`src/rtl/branch_recovery_ctrl_pkg.sv`:
```
// Shared types and defaults for the branch misprediction recovery controller.
package branch_recovery_ctrl_pkg;

  localparam int XLEN_DEF             = 64;
  localparam int ID_W_DEF             = 8;
  localparam int FLUSH_MIN_CYCLES_DEF = 2;
  localparam int CNT_W_DEF            = 32;

  typedef logic [XLEN_DEF-1:0] xlen_t;
  typedef logic [ID_W_DEF-1:0] id_t;

  typedef enum logic [1:0] {
    IDLE     = 2'd0,
    FLUSH    = 2'd1,
    REDIRECT = 2'd2
  } brc_state_t;

  // Bits needed to hold values 0..max_val (at least one bit).
  function automatic int cnt_width(input int max_val);
    return (max_val < 1) ? 1 : $clog2(max_val + 1);
  endfunction

endpackage

```
`src/rtl/branch_recovery_ctrl_sat_counter.sv`:
```
// brc_sat_counter: cycle counter with synchronous clear that stops at MAX.
module brc_sat_counter #(
  parameter int W   = 2,
  parameter int MAX = 2
) (
  input  logic         clk,
  input  logic         rstn,
  input  logic         clr,
  input  logic         en,
  output logic [W-1:0] cnt
);

  localparam logic [W-1:0] MAX_V = W'(MAX);

  logic [W-1:0] cnt_reg;
  logic [W-1:0] cnt_next;

  // Clear has priority; otherwise count up until the saturation value.
  always_comb begin
    cnt_next = cnt_reg;
    if (clr) begin
      cnt_next = '0;
    end else if (en && (cnt_reg != MAX_V)) begin
      cnt_next = cnt_reg + 1'b1;
    end
  end

  // Counter register.
  always_ff @(posedge clk or negedge rstn) begin
    if (!rstn) begin
      cnt_reg <= '0;
    end else begin
      cnt_reg <= cnt_next;
    end
  end

  assign cnt = cnt_reg;

endmodule

```
`src/rtl/branch_recovery_ctrl.sv`:
```
// branch_recovery_ctrl: IDLE -> FLUSH -> REDIRECT sequencer for misprediction
// recovery. All outputs are decodes of registered state, so no input reaches
// an output combinationally.
// Optional build macro BRANCH_RECOVERY_PERF_EN adds the mispredict and
// recovery-penalty performance counters.
module branch_recovery_ctrl
  import branch_recovery_ctrl_pkg::*;
#(
  parameter int XLEN             = XLEN_DEF,
  parameter int ID_W             = ID_W_DEF,
  parameter int FLUSH_MIN_CYCLES = FLUSH_MIN_CYCLES_DEF,
  parameter int CNT_W            = CNT_W_DEF
) (
  input  logic            clk,
  input  logic            rstn,
  input  logic            mp_valid_i,
  input  logic [XLEN-1:0] mp_target_i,
  input  logic [ID_W-1:0] mp_id_i,
  input  logic            drain_done_i,
  output logic            commit_stall_o,
  output logic            flush_o,
  output logic            redir_valid_o,
  output logic [XLEN-1:0] redir_pc_o,
  input  logic            redir_ready_i,
  output logic            busy_o,
  output logic [ID_W-1:0] last_mp_id_o
`ifdef BRANCH_RECOVERY_PERF_EN
  ,
  output logic [CNT_W-1:0] perf_mp_cnt_o,
  output logic [CNT_W-1:0] perf_penalty_cnt_o
`endif
);

  localparam int                FCNT_W     = cnt_width(FLUSH_MIN_CYCLES);
  localparam logic [FCNT_W-1:0] FLUSH_EXIT = FCNT_W'(FLUSH_MIN_CYCLES - 1);

  // Refuse nonsensical configurations at elaboration time.
  if (FLUSH_MIN_CYCLES < 1 || CNT_W < 1) begin : g_bad_param
    $error("branch_recovery_ctrl: FLUSH_MIN_CYCLES and CNT_W must be >= 1");
  end

  brc_state_t      state_reg, state_next;
  logic [XLEN-1:0] tgt_reg, tgt_next;
  logic [ID_W-1:0] last_id_reg, last_id_next;
  logic            cnt_clr;
  logic            cnt_en;
  logic [FCNT_W-1:0] flush_cnt;

  // Counts flush cycles so the flush is held for at least the minimum.
  brc_sat_counter #(
    .W   (FCNT_W),
    .MAX (FLUSH_MIN_CYCLES)
  ) u_flush_cnt (
    .clk  (clk),
    .rstn (rstn),
    .clr  (cnt_clr),
    .en   (cnt_en),
    .cnt  (flush_cnt)
  );

  // Next-state logic; new mispredicts are only accepted while idle.
  always_comb begin
    state_next   = state_reg;
    tgt_next     = tgt_reg;
    last_id_next = last_id_reg;
    cnt_clr      = 1'b0;
    cnt_en       = 1'b0;
    unique case (state_reg)
      IDLE: begin
        if (mp_valid_i) begin
          // Redirect targets are halfword aligned; drop bit 0 at capture.
          tgt_next     = {mp_target_i[XLEN-1:1], 1'b0};
          last_id_next = mp_id_i;
          cnt_clr      = 1'b1;
          state_next   = FLUSH;
        end
      end
      FLUSH: begin
        cnt_en = 1'b1;
        // Early drain is ignored until the minimum flush length is reached.
        if ((flush_cnt >= FLUSH_EXIT) && drain_done_i) begin
          state_next = REDIRECT;
        end
      end
      REDIRECT: begin
        if (redir_ready_i) begin
          state_next = IDLE;
        end
      end
      default: state_next = IDLE;
    endcase
  end

  // State, captured target and debug id registers.
  always_ff @(posedge clk or negedge rstn) begin
    if (!rstn) begin
      state_reg   <= IDLE;
      tgt_reg     <= '0;
      last_id_reg <= '0;
    end else begin
      state_reg   <= state_next;
      tgt_reg     <= tgt_next;
      last_id_reg <= last_id_next;
    end
  end

  assign flush_o        = (state_reg == FLUSH);
  assign redir_valid_o  = (state_reg == REDIRECT);
  assign busy_o         = (state_reg != IDLE);
  assign commit_stall_o = (state_reg != IDLE);
  assign redir_pc_o     = tgt_reg;
  assign last_mp_id_o   = last_id_reg;

`ifdef BRANCH_RECOVERY_PERF_EN
  logic [CNT_W-1:0] perf_mp_reg;
  logic [CNT_W-1:0] perf_pen_reg;

  // Wrapping counters: accepted mispredicts and cycles spent recovering.
  always_ff @(posedge clk or negedge rstn) begin
    if (!rstn) begin
      perf_mp_reg  <= '0;
      perf_pen_reg <= '0;
    end else begin
      if ((state_reg == IDLE) && mp_valid_i) begin
        perf_mp_reg <= perf_mp_reg + 1'b1;
      end
      if (state_reg != IDLE) begin
        perf_pen_reg <= perf_pen_reg + 1'b1;
      end
    end
  end

  assign perf_mp_cnt_o      = perf_mp_reg;
  assign perf_penalty_cnt_o = perf_pen_reg;
`endif

  // A mispredict cannot commit while retirement is stalled.
  mp_while_busy_a: assert property (@(posedge clk) disable iff (!rstn)
    !(mp_valid_i && busy_o));

endmodule
```
`config.mk`:
```
export PLATFORM = sky130hd
export DESIGN_NAME = branch_recovery_ctrl
export DESIGN_NICKNAME = d
export VERILOG_FILES = /design/src/rtl/branch_recovery_ctrl_pkg.sv /design/src/rtl/branch_recovery_ctrl_sat_counter.sv /design/src/rtl/branch_recovery_ctrl.sv
export SDC_FILE = /design/constraint.sdc
export NUM_CORES = 1
export LEC_CHECK = 0
export ABC_AREA = 1
export BUFFER_PORTS_ARGS = -buffer_cell sky130_fd_sc_hd__buf_2
export CAP_MARGIN = 20
export CORE_MARGIN = 4
export CORE_UTILIZATION = 40
export DETAILED_ROUTE_END_ITERATION = 12
export PLACE_DENSITY_LB_ADDON = 0.1
export SETUP_SLACK_MARGIN = 0.4
export SLEW_MARGIN = 10
export SYNTH_ARGS = -nofsm -noshare
export SYNTH_HDL_FRONTEND = slang
export SYNTH_SLANG_ARGS = --single-unit
```
`constraint.sdc`:
```
create_clock -name clk -period 1.15 [get_ports clk]
set_input_delay 0.1725 -clock clk [delete_from_list [all_inputs] [get_ports clk]]
set_output_delay 0.1725 -clock clk [all_outputs]
set_load 0.005 [all_outputs]
```
==> impl_metrics.yaml <==
run_status:
  status: "complete, but fails checks"
  violations: "negative setup slack"
yosys:
  yosys_warnings: 0
  syn-num-nets: 419
  synth.avg_cell_area_um2: 9.00
  synth_top_area_cell: "dfrtp_1"
  synth_cell_types: 14
  synth_top_area_share_pct: 61.3
  syn-cell-area_mm2: 0.00306
  synthFlopType: "dfrtp_1"
  yosysMostFrequentCell: "nand2_1"
  synth_sequential_area_ratio_pct: 61.3
  ys_ff_latch: 75
  synth_common_cells: "150 x nand2_1, 75 x dfrtp_1, 75 x nand3_1, 11 x clkbuf_1, 8 x inv_1"
  synth-edff-count: 0
  synthArstFlopShare_pct: 100
  syn-instance-count: 340
  yosys-top-cells-area: "dfrtp_1 61%, nand2_1 18%, nand3_1 12%, buf_6 2.6%, clkbuf_1 1.3%"
detailed_routing:
  drt_wl_total_um: 9770
  first_iter_violations: 146
  routed.top_layer: "met4"
  wl_met2_um: 4610
  wire_per_inst_um: 15.3
  vias: 3036
  antenna_left: 0
  route.met3.wl_um: 722
  via_per_inst: 4.76
  drt-met1-wl_um: 4240
  drc: 0
  drt_first_pass_iters: 6
place:
  dp_hpwl_um: 5230
  gp_congestion: 0.734
  post_dp_cell_area_mm2: 0.00391
  io_buffers: 150
  dp.cells: 575
  pre_cts_ws_ns: -0.0635
cells_and_area:
  drive_above_1_share_pct: 52.9
  synthToLayoutAreaGrowth_pct: 67.4
  largest_reg_flops: 63
  fin_area_mm2: 0.00512
  fill_cells: 600
  antenna_cells: 0
  final_nets: 613
  fin_util_pct: 69.9
  final_cells: 638
timing:
  fin_ws_ns: -0.164
  drv_slew: 0
  hold_ws_ns: 0.0471
  clock.fmax_ghz: 0.761
  period_share_pct: 114
  period_minus_slack_ns: 1.31
  finalHoldViolations: 0
  fin_worst_skew_ns: 0.00661
  rsz0062_at_grt: "yes"
  setup_viol: 77
min_path:
  hold_class: "primary input to flip-flop"
setup_path:
  worstSetupStartpointType: "flip-flop"
  crit_chain: "nor2_4 -> buf_6 -> inv_2 -> buf_2"
  max_stage_delay_ns: 0.42
  arrival_ns: 1.14
  crit_required_ns: 0.98
  critPathKind: "flip-flop to output pin"
  end_kind: "output pin"
  crit_path_max_fanout: 2
  crit_slowest_cell: "dfrtp_1"
floorplanning:
  boundaryPins: 153
  die_area_mm2: 0.00911
  start_util_pct: 41.7
  die_y_um: 95.5
  core_mm2: 0.00733
  rows: 31
  die_x_um: 95.5
pwr:
  p_seq_share_pct: 31.3
  combPwrFrac_pct: 52.2
  p_leak_nw: 2.87
  ir_drop_v: 0.00141
  p_switching_mw: 5.34
  power_density_mw_per_mm2: 2910
  p_sw_share_pct: 35.9
  cellInternalPower_mw: 9.54
  clockPowerShare_pct: 16.5
clock_network:
  cts_buffer_depth: 2
  clk_pin_slew_ns: 0.08
  numCtsBuffers: 9
  clock-sinks: 75
  ctsHtreeMaxLevel: 3
  tritoncts: "done"
  cts_root_buf: "clkbuf_8"
  worstSkewPairLatency_ns: 0.34
global_route:
  antenna_found_initial: 0
  grt_overflow: 0
  grt_pass1_vias: 2693
  grt_use_total_pct: 18.2
  grt_max_degree: 76
  grt_pass1_wl_um: 12800
job:
  drv_cap: 0
-- through the flow --
| step | setup TNS (ns) | power (mW) |
|---|---|---|
| finish | -4.73 | 14.9 |
| global route | -9.24 | 15.9 |
| CTS | -8.89 | 12.3 |
| detailed placement | -1.24 | 9.11 |
| global placement | -0.755 | 9.00 |
| floorplan | 0 | 7.03 |
-- per-layer routing --
layer | track usage (%) | vias to the layer above
met2 | 28.6 | 97
met5 | 0 | -
met1 | 23.2 | 1452
met3 | 5.92 | 15
li1 | - | 1472
met4 | 7.58 | 0
-- final timing paths --
path | slack (ns) | from | endpoint | cells after the start
max | -0.16 | state_reg[1] | commit_stall_o | 4
min | 0.05 | mp_target_i[4] | redir_pc_o[4] | 3
max reg2reg | -0.09 | state_reg[1] | last_mp_id_o[7] | 6
min reg2reg | 0.47 | redir_pc_o[51] | redir_pc_o[51] | 2
max in group asynchronous | 0.55 | rstn | last_mp_id_o[7] | 3
min in group asynchronous | 0.38 | rstn | redir_pc_o[37] | 3
-- power by group through the flow --
stage	registers (mW)	logic (mW)	clock network (mW)
global route	4.79	8.50	2.63
finish	4.66	7.77	2.46
floorplan	4.71	2.32	0
CTS	4.52	5.32	2.51
detailed placement	4.55	4.55	0
global placement	4.54	4.47	0
-- worst max-delay path: cells and delay by family, from the launching register on --
family	cells	cell delay [ns]
buf+inv	3	0.25
flops	1	0.42
simple gates	1	0.14
-- placed cells by master (no fill, tap or decap), types with 2 or more instances in the layout --
cell,instances
buf_12,7
nand3_2,15
nand2_1,112
nand3_1,59
buf_4,30
nand2_2,21
clkinv_2,2
nand2_4,16
inv_2,5
bufinv_16,3
nor2_4,2
inv_1,2
buf_16,3
buf_2,147
clkbuf_8,10
clkbuf_16,9
buf_8,2
dfrtp_1,75
buf_6,8
nand2_8,2
-- cells by family (layout without fill, tap and decap cells) --
family,count (synthesis),in the layout,share of synthesized area (%)
other,1,1,0.123
AO/OA/AOI/OAI,1,1,0.163
adder cells (fa/ha/maj),2,2,0.818
flip-flops,75,75,61.3
buffers and inverters,33,231,6.21
AND/OR/NAND/NOR,228,229,31.4
-- layout make-up --
class                   instances  area [um2]  share of cell area, %
well taps                      99         124                   2.42
clock inverters                 5         100                   1.95
multi-input cells             233        1310                   25.6
repair buffers                207        1540                   30.0
flip-flops and latches         75        1880                   36.6
clock buffers                  11         141                   2.76
inverters                       8        32.5                  0.635
-- repair_timing --
item                                   CTS  global route
gates resized for setup                 19            86
endpoints found under the hold margin   75             0
hold buffers                             1             0
setup buffers                            9            22
pin swaps                                4            21
setup endpoints to repair              150           225
gates cloned                             2            13
(Power assumes the default switching activity.)
